==> src/rtl/pipeline_hazard_ctrl_pkg.sv <==
// Shared definitions for the pipeline sequencer: FSM state encoding, scoreboard entry
// layout, legacy boolean/load-info constants and the per-source RAW match helper.
package pipeline_hazard_ctrl_pkg;

  localparam logic       TRUE    = 1'b1;
  localparam logic       FALSE   = 1'b0;
  localparam logic [2:0] NOTLOAD = 3'd0;

  typedef enum logic [1:0] {
    RUN     = 2'd0,
    LDSTALL = 2'd1,
    REDIR   = 2'd2,
    MWAIT   = 2'd3
  } state_e;

  typedef struct packed {
    logic       vld;
    logic [4:0] dst;
    logic       is_load;
  } sb_entry_t;

  // x0 is hard-wired zero, so a read of it can never depend on an in-flight writer.
  function automatic logic src_hit(sb_entry_t e, logic [4:0] rs, logic use_rs);
    return e.vld && use_rs && (rs != 5'd0) && (e.dst == rs);
  endfunction

endpackage

==> src/rtl/pipeline_hazard_ctrl_scoreboard.sv <==
// hazard_scoreboard: 3-entry EX/MEM/WB writer shift register plus RAW match against ID.
// Match bits are combinational from current entries; shift holds while advance=0.
module hazard_scoreboard
  import pipeline_hazard_ctrl_pkg::*;
(
  input  logic       clk,
  input  logic       rst_n,
  input  logic       advance,
  input  logic       ex_load_vld,
  input  logic [4:0] ex_load_dst,
  input  logic       ex_load_is_load,
  input  logic       id_valid,
  input  logic [4:0] id_rs1,
  input  logic [4:0] id_rs2,
  input  logic       id_use_rs1,
  input  logic       id_use_rs2,
  output logic [2:0] match,
  output logic       ex_is_load
);

  // index 0 = EX, 1 = MEM, 2 = WB
  sb_entry_t [2:0] sb;

  always_ff @(posedge clk or negedge rst_n) begin
    if (!rst_n) begin
      sb <= '0;
    end else if (advance) begin
      sb[2] <= sb[1];
      sb[1] <= sb[0];
      sb[0] <= '{vld: ex_load_vld, dst: ex_load_dst, is_load: ex_load_is_load};
    end
  end

  always_comb begin
    match = 3'b000;
    for (int i = 0; i < 3; i++) begin
      match[i] = id_valid && (src_hit(sb[i], id_rs1, id_use_rs1) ||
                              src_hit(sb[i], id_rs2, id_use_rs2));
    end
  end

  assign ex_is_load = sb[0].is_load;

endmodule

==> src/rtl/pipeline_hazard_ctrl.sv <==
// pipeline_hazard_ctrl: five-stage sequencer; stall/flush controls are same-cycle combinational.
// Define HAZARD_FORWARDING_EN to stall only on an EX-stage load (bypass covers the rest).
module pipeline_hazard_ctrl
  import pipeline_hazard_ctrl_pkg::*;
#(
  parameter int FLUSH_DEPTH = 2,
  parameter int CNT_W       = 32
) (
  input  logic             clk,
  input  logic             rst_n,
  input  logic             id_valid,
  input  logic [4:0]       id_rs1,
  input  logic [4:0]       id_rs2,
  input  logic             id_use_rs1,
  input  logic             id_use_rs2,
  input  logic [4:0]       id_dst,
  input  logic             id_write_reg,
  input  logic             id_is_load,
  input  logic             ex_redirect,
  input  logic             mem_busy,
  output logic             stall_if,
  output logic             stall_id,
  output logic             stall_ex,
  output logic             stall_mem,
  output logic             flush_if,
  output logic             flush_id,
  output logic [1:0]       state,
  output logic [CNT_W-1:0] stall_cycles
);

  localparam logic [1:0] FLUSH_RELOAD = 2'(FLUSH_DEPTH - 1);

  state_e     mode;
  logic [1:0] flush_cnt;
  logic [2:0] sb_match;
  logic       ex_is_load;
  logic       raw;
  logic       unused_sb;

  // A flushed or stalled ID instruction becomes a bubble in EX.
  hazard_scoreboard u_sb (
    .clk             (clk),
    .rst_n           (rst_n),
    .advance         (~mem_busy),
    .ex_load_vld     (id_valid & id_write_reg & (id_dst != 5'd0) & ~flush_id),
    .ex_load_dst     (id_dst),
    .ex_load_is_load (id_is_load),
    .id_valid        (id_valid),
    .id_rs1          (id_rs1),
    .id_rs2          (id_rs2),
    .id_use_rs1      (id_use_rs1),
    .id_use_rs2      (id_use_rs2),
    .match           (sb_match),
    .ex_is_load      (ex_is_load)
  );

`ifdef HAZARD_FORWARDING_EN
  assign raw       = sb_match[0] & ex_is_load;
  assign unused_sb = &{1'b0, sb_match[2:1]};
`else
  // WB is still checked: the register file has no write-through.
  assign raw       = |sb_match;
  assign unused_sb = ex_is_load;
`endif

  // Priority: mem wait, redirect (new or still counting), RAW stall.
  always_comb begin
    mode = RUN;
    if (rst_n) begin
      if (mem_busy)                             mode = MWAIT;
      else if (ex_redirect || flush_cnt != '0)  mode = REDIR;
      else if (raw)                             mode = LDSTALL;
    end
  end

  assign state     = mode;
  assign stall_if  = (mode == MWAIT) || (mode == LDSTALL);
  assign stall_id  = (mode == MWAIT) || (mode == LDSTALL);
  assign stall_ex  = (mode == MWAIT);
  assign stall_mem = (mode == MWAIT);
  assign flush_if  = (mode == REDIR);
  assign flush_id  = (mode == REDIR) || (mode == LDSTALL);

  // Counts the remaining flush cycles after the redirect cycle itself.
  always_ff @(posedge clk or negedge rst_n) begin
    if (!rst_n) begin
      flush_cnt <= '0;
    end else if (!mem_busy) begin
      if (ex_redirect)            flush_cnt <= FLUSH_RELOAD;
      else if (flush_cnt != '0)   flush_cnt <= flush_cnt - 2'd1;
    end
  end

  always_ff @(posedge clk or negedge rst_n) begin
    if (!rst_n)        stall_cycles <= '0;
    else if (stall_if) stall_cycles <= stall_cycles + CNT_W'(1);
  end

endmodule
==> config.mk <==
export PLATFORM = sky130hd
export DESIGN_NAME = pipeline_hazard_ctrl
export DESIGN_NICKNAME = d
export VERILOG_FILES = /design/src/rtl/pipeline_hazard_ctrl_pkg.sv /design/src/rtl/pipeline_hazard_ctrl_scoreboard.sv /design/src/rtl/pipeline_hazard_ctrl.sv
export SDC_FILE = /design/constraint.sdc
export NUM_CORES = 1
export LEC_CHECK = 0
export BUFFER_PORTS_ARGS = -buffer_cell sky130_fd_sc_hd__buf_4
export CORE_AREA = 10 10 88 90
export DETAILED_ROUTE_END_ITERATION = 16
export DIE_AREA = 0 0 98 100
export MAX_ROUTING_LAYER = met4
export PLACE_DENSITY_LB_ADDON = 0.12
export SETUP_SLACK_MARGIN = 0.3
export SYNTH_ARGS = -nofsm -noshare
export SYNTH_HDL_FRONTEND = slang
export SYNTH_SLANG_ARGS = --single-unit
==> constraint.sdc <==
create_clock -name clk -period 3.5 [get_ports clk]
set_input_delay 0.875 -clock clk [delete_from_list [all_inputs] [get_ports clk]]
set_output_delay 0.875 -clock clk [all_outputs]
set_load 0.03 [all_outputs]
==> reports/results.tsv, run 1 <==
stage	metric	value	unit
outcome	status	finished, final reports clean	
floorplan	total core area	6130	um^2
floorplan	I/O pin cnt	64	
sta	fmax	0.301	GHz
placement	Port-buffer cells	62	
clock_network	latest clock arrival within the worst-skew pair	0.31	ns
global_route	vias in the first global route	2261	
worst_setup_path	Crit. End Element	primary output	
power_and_ir_drop	P per Cell Area	428	nW/um^2
clock_network	Reg clk slew, reported paths	0.09	ns
hold_path	HP Class	register to register	
sta	hold_ws	0.492	ns
layout	NumNets Final	353	
worst_setup_path	Worst path slowest cell	or4_4	
flow_run	Max Cap Viol	0	
logic_synthesis	ys async rst share	100	%
logic_synthesis	dominant synthesized flop cell	dfrtp_1	
worst_setup_path	reg2reg path depth	10	
logic_synthesis	post-synthesis cell type count	39	
worst_setup_path	Critical Path AT	2.45	ns
global_route	GRT Overall Usage	13.8	%
drt	routed vias/inst	5.33	
placement	HPWL after DPL	4.95	mm
placement	GPL Wtd Cong	0.973	
floorplan	total die area	9800	um^2
logic_synthesis	leading area contributor after synthesis	dfrtp_1	
sta	endpoints failing hold	0	
logic_synthesis	share of the synthesized area in the top cell type	44.0	%
floorplan	Cell Rows	29	
sta	TNS Setup	0	ns
layout	Ant. Diodes	0	
power_and_ir_drop	Peak VDD IR	0.237	mV
worst_setup_path	Crit Path Class	primary input to primary output	
global_route	initial antenna violation count	0	
layout	Syn-to-layout area delta	25.1	%
logic_synthesis	top cells by area, synth	dfrtp_1 (44%), xor2_1 (15%), mux2_2 (6.5%), a211oi_2 (5.1%), xnor2_1 (3.3%)	
clock_network	CTS buffer count	5	
sta	Worst Tran Pin Value	0.506	ns
clock_network	CTS tree	yes	
drt	Routed WL	6.57	mm
placement	pre-CTS setup slack	0.0958	ns
hold_path	Hold Path Depth	1	
worst_setup_path	worst r2r src	flush_cnt[0]	
sta	final worst slack	0.178	ns
floorplan	Initial Util	48.2	%
worst_setup_path	R2R Setup Slk	0.98	ns
sta	max-slew violation count	0	
global_route	first-pass GRT wire length	11.1	mm
worst_setup_path	CP Data Required Time	2.62	ns
sta	period utilization	94.9	%
worst_setup_path	Critical Path Max Stage Delay	0.52	ns
layout	layout cells sized above 1	38.8	%
floorplan	Die Y	100	um
power_and_ir_drop	Leak	1.73	nW
worst_setup_path	crit-path cells	buf_4 > or4_4 > o211ai_1 > a31o_4 > nand2_8 > inv_4 > ha_4 > inv_6 > buf_6	
logic_synthesis	number of synthesized register bits	52	
worst_setup_path	worst reg2reg path endpoint	stall_cycles[22]	
global_route	GRT overflow	0	
sta	skew final	0.00898	ns
drt	residual DRC count	0	
logic_synthesis	Cells after Synth	262	
clock_network	clk sink count	52	
layout	Final Non-Filler Cells	404	
sta	Rel. slew slack	66.0	%
logic_synthesis	register area share after synthesis	44.0	%
drt	via count	2153	
drt	DRT iter0 DRCs	65	
clock_network	H-tree depth	2	
floorplan	die width	98	um
placement	placed instance count	394	
sta	final count of negative-setup-slack endpoints	0	
clock_network	Clock Tree Buf Depth	2	
logic_synthesis	syn nets	289	
clock_network	Root Driver	clkbuf_8	
global_route	largest net degree at the start of global routing	38	
sta	RSZ-0062 raised after global routing	true	
logic_synthesis	synthesized area	2960	um^2
worst_setup_path	critical path launch point type	primary input	
drt	Initial DRT Pass Iterations	4	
hold_path	hold path startpoint	stall_cycles[23]	
logic_synthesis	synthesized area per cell	11.3	um^2
hold_path	WHS Endpoint	stall_cycles[23]	
sta	min cycle time layout	3.32	ns
drt	DR WL/cell	16.3	um
worst_setup_path	Critical Path Fanout Max	4	
drt	ANT nets after route	0	
logic_synthesis	Post-synth EDFFs	0	
logic_synthesis	yosys warns	0	
==> cells in the mapped netlist, types with 2 or more instances <==
cell type and count:
nor3_1 3, and2_1 2, nand3_1 17, mux2_2 17
a21oi_1 19, dfrtp_1 52, inv_1 11, buf_1 2
buf_2 3, xnor2_1 11, and4_1 4, ha_1 3
nor4_1 7, a21boi_1 2, and3_1 3, nand2_1 12
or4_1 2, nor2_1 3, buf_6 2, nand4_1 3
buf_4 5, nand4_4 2, a211oi_2 12, xor2_1 50
==> power breakdown <==
| group | total, mW | leakage [nW] | internal (mW) | switching (mW) |
|---|---|---|---|---|
| clock network | 0.412 | 0.0541 | 0.212 | 0.200 |
| logic | 0.425 | 1.02 | 0.192 | 0.233 |
| registers | 0.746 | 0.652 | 0.669 | 0.0767 |
| total | 1.58 | 1.73 | 1.07 | 0.510 |
==> per-layer routing <==
metal	GRT usage [%]	vias to the layer above	part of all wire [%]
met5	-	-	0
li1	-	1047	-
met1	16.6	1049	45
met4	4.47	0	1.3
met3	3.78	11	5.1
met2	22.0	46	49
==> cells in the final DEF (no fill, tap or decap), types with 3 or more instances in the layout <==
cell,Yosys,routed
nand2_1,12,12
inv_1,11,8
nor4_1,7,5
a21oi_1,19,19
clkbuf_8,0,5
mux2_2,17,17
xor2_1,50,49
nand3_1,17,17
buf_6,2,7
and4_1,4,4
nand4_1,3,3
nor2_1,3,3
buf_4,5,62
dfrtp_1,52,52
and3_1,3,3
nor3_1,3,3
a211oi_2,12,12
xnor2_1,11,11
==> cell type report <==
type	instances	area (um^2)
timing repair buffer	70	559
fill	532	2430
clock inverter	3	42.5
tap	77	96.3
sequential	52	1300
multi-input combinational	186	1580
inverter	11	48.8
clock buffer	5	68.8
==> worst max-delay path: cells and delay by family <==
kind | cells | cell delay [ns]
and+or+nand+nor | 2 | 0.58
adders and majority gates | 1 | 0.21
AOI/OAI and AO/OA | 2 | 0.42
buffers and inverters | 4 | 0.36
==> timing repair <==
action                                 4_1_cts  5_1_grt
endpoints found under the hold margin        0        0
buffers inserted                             2        0
hold buffers                                 0        0
gates cloned                                 0        0
pin swaps                                   10        1
gates resized for setup                      8        8
setup endpoints to repair                    5        5
==> how the worst max path moves through the flow <==
stage              start        to  slack (ns)
6_report       id_rs1[0]  flush_id        0.18
3_3_place_gp   id_rs2[2]  flush_id         0.1
2_1_floorplan  id_rs2[0]  flush_id        0.28
3_5_place_dp   id_rs2[2]  flush_id         0.1
5_1_grt        id_rs2[0]  flush_id        0.12
4_1_cts        id_rs2[0]  flush_id        0.17
==> cell families after synthesis <==
group,share of synthesized area [%]
flip-flops,44.0
buffers and inverters,4.87
multiplexers,6.98
AO/OA/AOI/OAI,12.0
AND/OR/NAND/NOR,12.8
XOR/XNOR,18.1
adder cells (fa/ha/maj),1.27
==> per-stage QoR <==
| step | total power [mW] | instance area [um^2] | util [%] |
|---|---|---|---|
| finish | 1.58 | 3700 | 60.3 |
| global route | 1.67 | 3700 | 60.3 |
| detailed placement | 1.17 | 3500 | 57.0 |
| floorplan | 1.02 | 3000 | - |
| CTS | 1.59 | 3660 | 59.7 |
| global placement | 1.16 | 3500 | 57.0 |
==> state kept, by name, summed over array words and instances, names as in the netlist <==
| register | flops |
|---|---|
| flush_cnt | 2 |
| stall_cycles | 32 |
| u_sb.sb | 18 |
Note: power is estimated with default switching activity, not from simulation.
==> run 2: changes to the inputs <==
--- a/config.mk
+++ b/config.mk
@@ -6,9 +6,11 @@
 export NUM_CORES = 1
 export LEC_CHECK = 0
 export BUFFER_PORTS_ARGS = -buffer_cell sky130_fd_sc_hd__buf_4
-export CORE_AREA = 10 10 88 90
+export CELL_PAD_IN_SITES_DETAIL_PLACEMENT = 1
+export CELL_PAD_IN_SITES_GLOBAL_PLACEMENT = 1
+export CORE_AREA = 10 10 94 96
 export DETAILED_ROUTE_END_ITERATION = 16
-export DIE_AREA = 0 0 98 100
+export DIE_AREA = 0 0 104 106
 export MAX_ROUTING_LAYER = met4
 export PLACE_DENSITY_LB_ADDON = 0.12
 export SETUP_SLACK_MARGIN = 0.3
==> reports/results.tsv, run 2 (same netlist as run 1, synthesis figures left out) <==
stage	metric	value	unit	change
power_and_ir_drop	combinational power share	29.4	%	+2.5 points
power_and_ir_drop	Peak VDD IR	0.227	mV	-4.3%
sta	skew final	0.0116	ns	+0.00264 ns
drt	routed vias/inst	5.06		-5.1%
clock_network	CTS tree	yes		
sta	min cycle time layout	3.31	ns	-0.00667 ns
floorplan	die width	104	um	+6.1%
sta	hold_ws	0.480	ns	-0.0126 ns
floorplan	total die area	11000	um^2	+12%
clock_network	clk sink count	52		unchanged
layout	# fillers	783		+47%
sta	final count of negative-setup-slack endpoints	0		unchanged
worst_setup_path	Critical Path Fanout Max	4		unchanged
layout	Syn-to-layout area delta	27.2	%	
worst_setup_path	Crit Path Class	primary input to primary output		
global_route	vias in the first global route	2541		+12%
global_route	initial antenna violation count	0		unchanged
power_and_ir_drop	P_sw	517	uW	+1.2%
global_route	GRT Overall Usage	14.4	%	+0.60 points
hold_path	HP Class	register to register		
worst_setup_path	R2R Setup Slk	1.03	ns	+0.05 ns
drt	ANT nets after route	0		unchanged
global_route	first-pass GRT wire length	13.1	mm	+18%
layout	most frequent cells in the layout	buf_4 (59), dfrtp_1 (52), xor2_1 (45)		
worst_setup_path	worst reg2reg path endpoint	stall_cycles[22]		
floorplan	Initial Util	41.9	%	-6.3 points
layout	commonest non-fill, non-tap cell in the layout	buf_4		
floorplan	Cell Rows	31		+6.9%
drt	Routed WL	7.43	mm	+13%
layout	Largest register FFs	32		unchanged
sta	Worst Tran Pin Value	0.666	ns	+0.159 ns
layout	combined area of the multi-input logic cells	1620	um^2	+2.7%
layout	layout cells sized above 1	40.7	%	+1.8 points
floorplan	Die Y	106	um	+6.0%
worst_setup_path	reg2reg path depth	10		unchanged
worst_setup_path	Critical Path Source	id_rs2[3]		
floorplan	I/O pin cnt	64		unchanged
power_and_ir_drop	P per Cell Area	405	nW/um^2	-5.3%
clock_network	CTS buffer count	5		unchanged
worst_setup_path	crit path capture	flush_id		
sta	Rel. slew slack	55.6	%	-10 points
sta	period utilization	94.7	%	-0.19 points
layout	Final Non-Filler Cells	426		+5.4%
placement	placed instance count	416		+5.6%
placement	GPL Wtd Cong	0.843		-13%
outcome	status	finished, final reports clean		
worst_setup_path	Critical Path AT	2.44	ns	about the same
drt	DRT iter0 DRCs	43		-34%
global_route	GRT overflow	0		unchanged
power_and_ir_drop	Leak	1.73	nW	about the same
layout	Ant. Diodes	0		unchanged
drt	DR WL/cell	17.4	um	+7.2%
clock_network	Root Driver	clkbuf_8		
sta	endpoints failing hold	0		unchanged
clock_network	latest clock arrival within the worst-skew pair	0.30	ns	about the same
worst_setup_path	Crit. End Element	primary output		
hold_path	Hold Path Depth	1		unchanged
sta	RSZ-0062 raised after global routing	true		
drt	via count	2155		+0.093%
sta	max-slew violation count	0		unchanged
power_and_ir_drop	total power	1.52	mW	-3.7%
worst_setup_path	CP Data Required Time	2.62	ns	about the same
floorplan	total core area	7060	um^2	+15%
global_route	largest net degree at the start of global routing	53		+39%
clock_network	Clock Tree Buf Depth	2		unchanged
sta	fmax	0.302	GHz	+0.20%
drt	residual DRC count	0		unchanged
power_and_ir_drop	Sequential Power Share	49.2	%	+2.1 points
clock_network	Reg clk slew, reported paths	0.09	ns	about the same
layout	Reg area	1300	um^2	unchanged
power_and_ir_drop	clock power share	21.4	%	-4.6 points
placement	Port-buffer cells	62		unchanged
layout	NumNets Final	354		+0.28%
worst_setup_path	critical path launch point type	primary input		
placement	HPWL after DPL	5.55	mm	+12%
layout	Biggest register	stall_cycles		
flow_run	Max Cap Viol	0		unchanged
drt	Initial DRT Pass Iterations	4		unchanged
clock_network	H-tree depth	2		unchanged
power_and_ir_drop	internal power	1.01	mW	-6.1%
clock_network	Hold-fix buffers, CTS	0		unchanged
layout	top flop regs	stall_cycles: 32 flops, u_sb.sb: 18 flops, flush_cnt: 2 flops		
worst_setup_path	worst r2r src	flush_cnt[0]		
sta	TNS Setup	0	ns	unchanged
power_and_ir_drop	Switching Share	33.9	%	+1.7 points
## run 2: cell types whose count changed in the layout (fill, tap and decap cells not counted), moves of 2 or more
cell and change:
xor2_2 +4, nor4_1 -2, buf_6 +3, xor2_1 -4, buf_4 -3, nor4_2 +2
## run 2: power by group through the flow
stage          sequential, mW  clock (mW)  combinational (mW)
3_3_place_gp            0.757           0               0.410
2_1_floorplan           0.801           0               0.215
3_5_place_dp            0.760           0               0.424
4_1_cts                 0.751       0.343               0.442
5_1_grt                 0.765       0.370               0.491
6_report                0.750       0.327               0.447
## run 2: worst min path at each step
stage / slack (ns) / end / from
after floorplan: 0.47 / flush_cnt[1] / flush_cnt[1]
after global placement: 0.46 / stall_cycles[31] / stall_cycles[31]
after detailed placement: 0.46 / stall_cycles[31] / stall_cycles[31]
after CTS: 0.48 / stall_cycles[31] / stall_cycles[31]
after global routing: 0.50 / stall_cycles[31] / stall_cycles[31]
final: 0.48 / stall_cycles[31] / stall_cycles[31]
## run 2: timing repair
action	CTS	global route
pin swaps	15	9
gates resized for setup	13	14
setup endpoints to repair	5	5
buffers inserted	3	0
## run 2: stage by stage
step / utilization, % / cell area (um^2) / setup slack (ns)
2_1_floorplan: - / 3000 / 0.277
5_1_grt: 53.3 / 3760 / 0.114
6_report: 53.3 / 3760 / 0.185
4_1_cts: 52.3 / 3690 / 0.189
3_5_place_dp: 49.9 / 3520 / 0.0461
3_3_place_gp: 49.9 / 3520 / 0.0760
## run 2: layout make-up
| class | count | area share [%] |
|---|---|---|
| tap | 99 | 3.29 |
| multi-input combinational | 186 | 43.2 |
| timing repair buffer | 71 | 15.6 |
| inverter | 11 | 1.30 |
| sequential | 52 | 34.6 |
| clock inverter | 1 | 0.133 |
| clock buffer | 6 | 1.93 |
## run 2: worst max-delay path: stages
cell	delay, ns
buf_4	0.13
xor2_1	0.15
nor4_2	0.28
nand3_1	0.11
a32o_2	0.33
nand2_8	0.09
inv_4	0.03
ha_4	0.28
inv_6	0.03
buf_6	0.12
## run 2: metal layers
layer,GRT usage (%),vias to the layer above,wire length (um)
met5,-,-,0
li1,-,1044,-
met2,25.0,35,3840
met3,1.69,4,123
met1,17.5,1072,3420
met4,3.58,0,51
==> run 3: changes to the inputs <==
==> constraint.sdc (replaced) <==
create_clock -name clk -period 3.5 [get_ports clk]
set_input_delay 0.875 -clock clk [delete_from_list [all_inputs] [get_ports clk]]
set_output_delay 0.875 -clock clk [all_outputs]
set_load 0.005 [all_outputs]
==> reports/results.tsv, run 3 (same netlist as run 1, synthesis figures left out) <==
stage	metric	value	unit	change
outcome	status	finished, final reports clean		
worst_setup_path	most used cell, CP	buf_6		
clock_network	Root Driver	clkbuf_8		
worst_setup_path	Crit Path Class	primary input to primary output		
floorplan	Cell Rows	31		unchanged
layout	layout cells sized above 1	39.0	%	-1.7 points
global_route	global routing's busiest layer	met2		
global_route	first-pass GRT wire length	12.6	mm	-3.5%
drt	routed vias/inst	5.14		+1.6%
clock_network	CTS buffer count	5		unchanged
sta	final count of negative-setup-slack endpoints	0		unchanged
worst_setup_path	CP Data Required Time	2.62	ns	about the same
drt	DR WL/cell	17.5	um	+0.30%
drt	ANT nets after route	0		unchanged
layout	most frequent cells in the layout	buf_4 (67), dfrtp_1 (52), xor2_1 (50)		
global_route	largest net degree at the start of global routing	39		-26%
drt	via count	2209		+2.5%
layout	top flop regs	stall_cycles: 32 flops, u_sb.sb: 18 flops, flush_cnt: 2 flops		
placement	HPWL after DPL	5.61	mm	+1.2%
clock_network	clk sink count	52		unchanged
global_route	GRT Overall Usage	14.2	%	-0.23 points
drt	Initial DRT Pass Iterations	4		unchanged
layout	commonest non-fill, non-tap cell in the layout	buf_4		
floorplan	Die Y	106	um	unchanged
clock_network	latest clock arrival within the worst-skew pair	0.31	ns	about the same
worst_setup_path	critical path launch point type	primary input		
worst_setup_path	Critical Path Max Stage Delay	0.35	ns	+0.02 ns
clock_network	Clock Tree Buf Depth	2		unchanged
layout	Syn-to-layout area delta	26.2	%	
power_and_ir_drop	total power	1.47	mW	-3.8%
floorplan	I/O pin cnt	64		unchanged
flow_run	Max Cap Viol	0		unchanged
drt	DRT iter0 DRCs	58		+35%
layout	NumNets Final	357		+0.85%
layout	Reg area	1300	um^2	unchanged
worst_setup_path	crit-path cells	buf_6 > xor2_1 > nor4_2 > a31oi_1 > a32o_2 > nand2_8 > inv_4 > ha_4 > inv_2 > buf_6		
layout	combined area of the multi-input logic cells	1580	um^2	-2.5%
sta	Worst Tran Pin Value	0.501	ns	-0.165 ns
global_route	initial antenna violation count	0		unchanged
clock_network	Hold-fix buffers, CTS	0		unchanged
clock_network	Reg clk slew, reported paths	0.09	ns	about the same
layout	Largest register FFs	32		unchanged
hold_path	HP Class	register to register		
global_route	GRT overflow	0		unchanged
power_and_ir_drop	Peak VDD IR	0.263	mV	+16%
clock_network	H-tree depth	2		unchanged
placement	Port-buffer cells	62		unchanged
worst_setup_path	Crit. End Element	primary output		
sta	skew final	0.00821	ns	-0.00342 ns
layout	post-route cell area	3730	um^2	-0.80%
floorplan	total core area	7060	um^2	unchanged
sta	Rel. slew slack	66.4	%	+11 points
power_and_ir_drop	Leak	1.74	nW	+0.66%
sta	max-slew violation count	0		unchanged
global_route	vias in the first global route	2439		-4.0%
worst_setup_path	Critical Path Fanout Max	4		unchanged
floorplan	die width	104	um	unchanged
floorplan	Initial Util	41.9	%	unchanged
placement	Placed Area	3500	um^2	-0.67%
drt	Routed WL	7.52	mm	+1.2%
sta	min cycle time layout	3.34	ns	+0.0215 ns
layout	Biggest register	stall_cycles		
global_route	met1 Resource Use GR	16.9	%	-0.60 points
sta	TNS Setup	0	ns	unchanged
placement	GPL Wtd Cong	0.859		+1.9%
worst_setup_path	Worst path slowest cell	nor4_2		
sta	fmax	0.300	GHz	-0.64%
sta	final worst slack	0.164	ns	-0.0215 ns
global_route	met3 usage	2.23	%	+0.54 points
sta	period utilization	95.3	%	+0.61 points
placement	pre-CTS setup slack	0.0725	ns	+0.0264 ns
sta	endpoints failing hold	0		unchanged
global_route	M2 GR Usage	24.2	%	-0.72 points
layout	Final Non-Filler Cells	430		+0.94%
worst_setup_path	Critical Path AT	2.46	ns	+0.02 ns
placement	placed instance count	416		unchanged
layout	# fillers	788		+0.64%
sta	hold_ws	0.476	ns	-0.00424 ns
layout	Ant. Diodes	0		unchanged
layout	Finished Core Util	52.8	%	-0.43 points
clock_network	CTS tree	yes		
drt	residual DRC count	0		unchanged
sta	RSZ-0062 raised after global routing	true		
power_and_ir_drop	P per Cell Area	393	nW/um^2	-3.1%
floorplan	total die area	11000	um^2	unchanged
-- run 3: repair_timing --
item	in CTS	in global routing
setup endpoints to repair	2	5
resized for setup	13	7
cloned	0	0
setup buffers	5	1
pin swaps	10	2
-- run 3: final timing paths --
path                                  start                to  slack [ns]  depth (start not counted)
min reg2reg                stall_cycles[31]  stall_cycles[31]        0.48                          1
max                               id_rs2[4]          flush_id        0.16                         10
max reg2reg                    flush_cnt[0]  stall_cycles[22]        0.98                         10
max in group asynchronous             rst_n  stall_cycles[16]        2.52                          2
min                        stall_cycles[31]  stall_cycles[31]        0.48                          1
min in group asynchronous             rst_n      flush_cnt[1]        0.52                          2
-- run 3: layout make-up --
| class | instances | area share (%) |
|---|---|---|
| flip-flops and latches | 52 | 34.9 |
| inverters | 11 | 1.17 |
| multi-input cells | 186 | 42.4 |
| repair buffers | 74 | 15.7 |
| clock buffers | 7 | 2.31 |
| clock inverters | 1 | 0.201 |
| well taps | 99 | 3.32 |
-- run 3: critical path, delay by kind of cell --
kind | cells | cell delay [ns]
buffers and inverters | 4 | 0.27
AND/OR/NAND/NOR | 2 | 0.44
XOR/XNOR | 1 | 0.17
adder cells (fa/ha/maj) | 1 | 0.26
AO/OA/AOI/OAI | 2 | 0.45
-- run 3: routing by layer --
metal | wire [um] | vias up
met5 | 0 | -
met4 | 124 | 0
met3 | 154 | 11
met2 | 3850 | 41
met1 | 3390 | 1103
li1 | - | 1054
-- run 3: report_power, final --
part	total (mW)	switching [mW]	internal, mW
clock network	0.360	0.199	0.161
logic	0.358	0.168	0.190
registers	0.748	0.0791	0.669
total	1.47	0.446	1.02
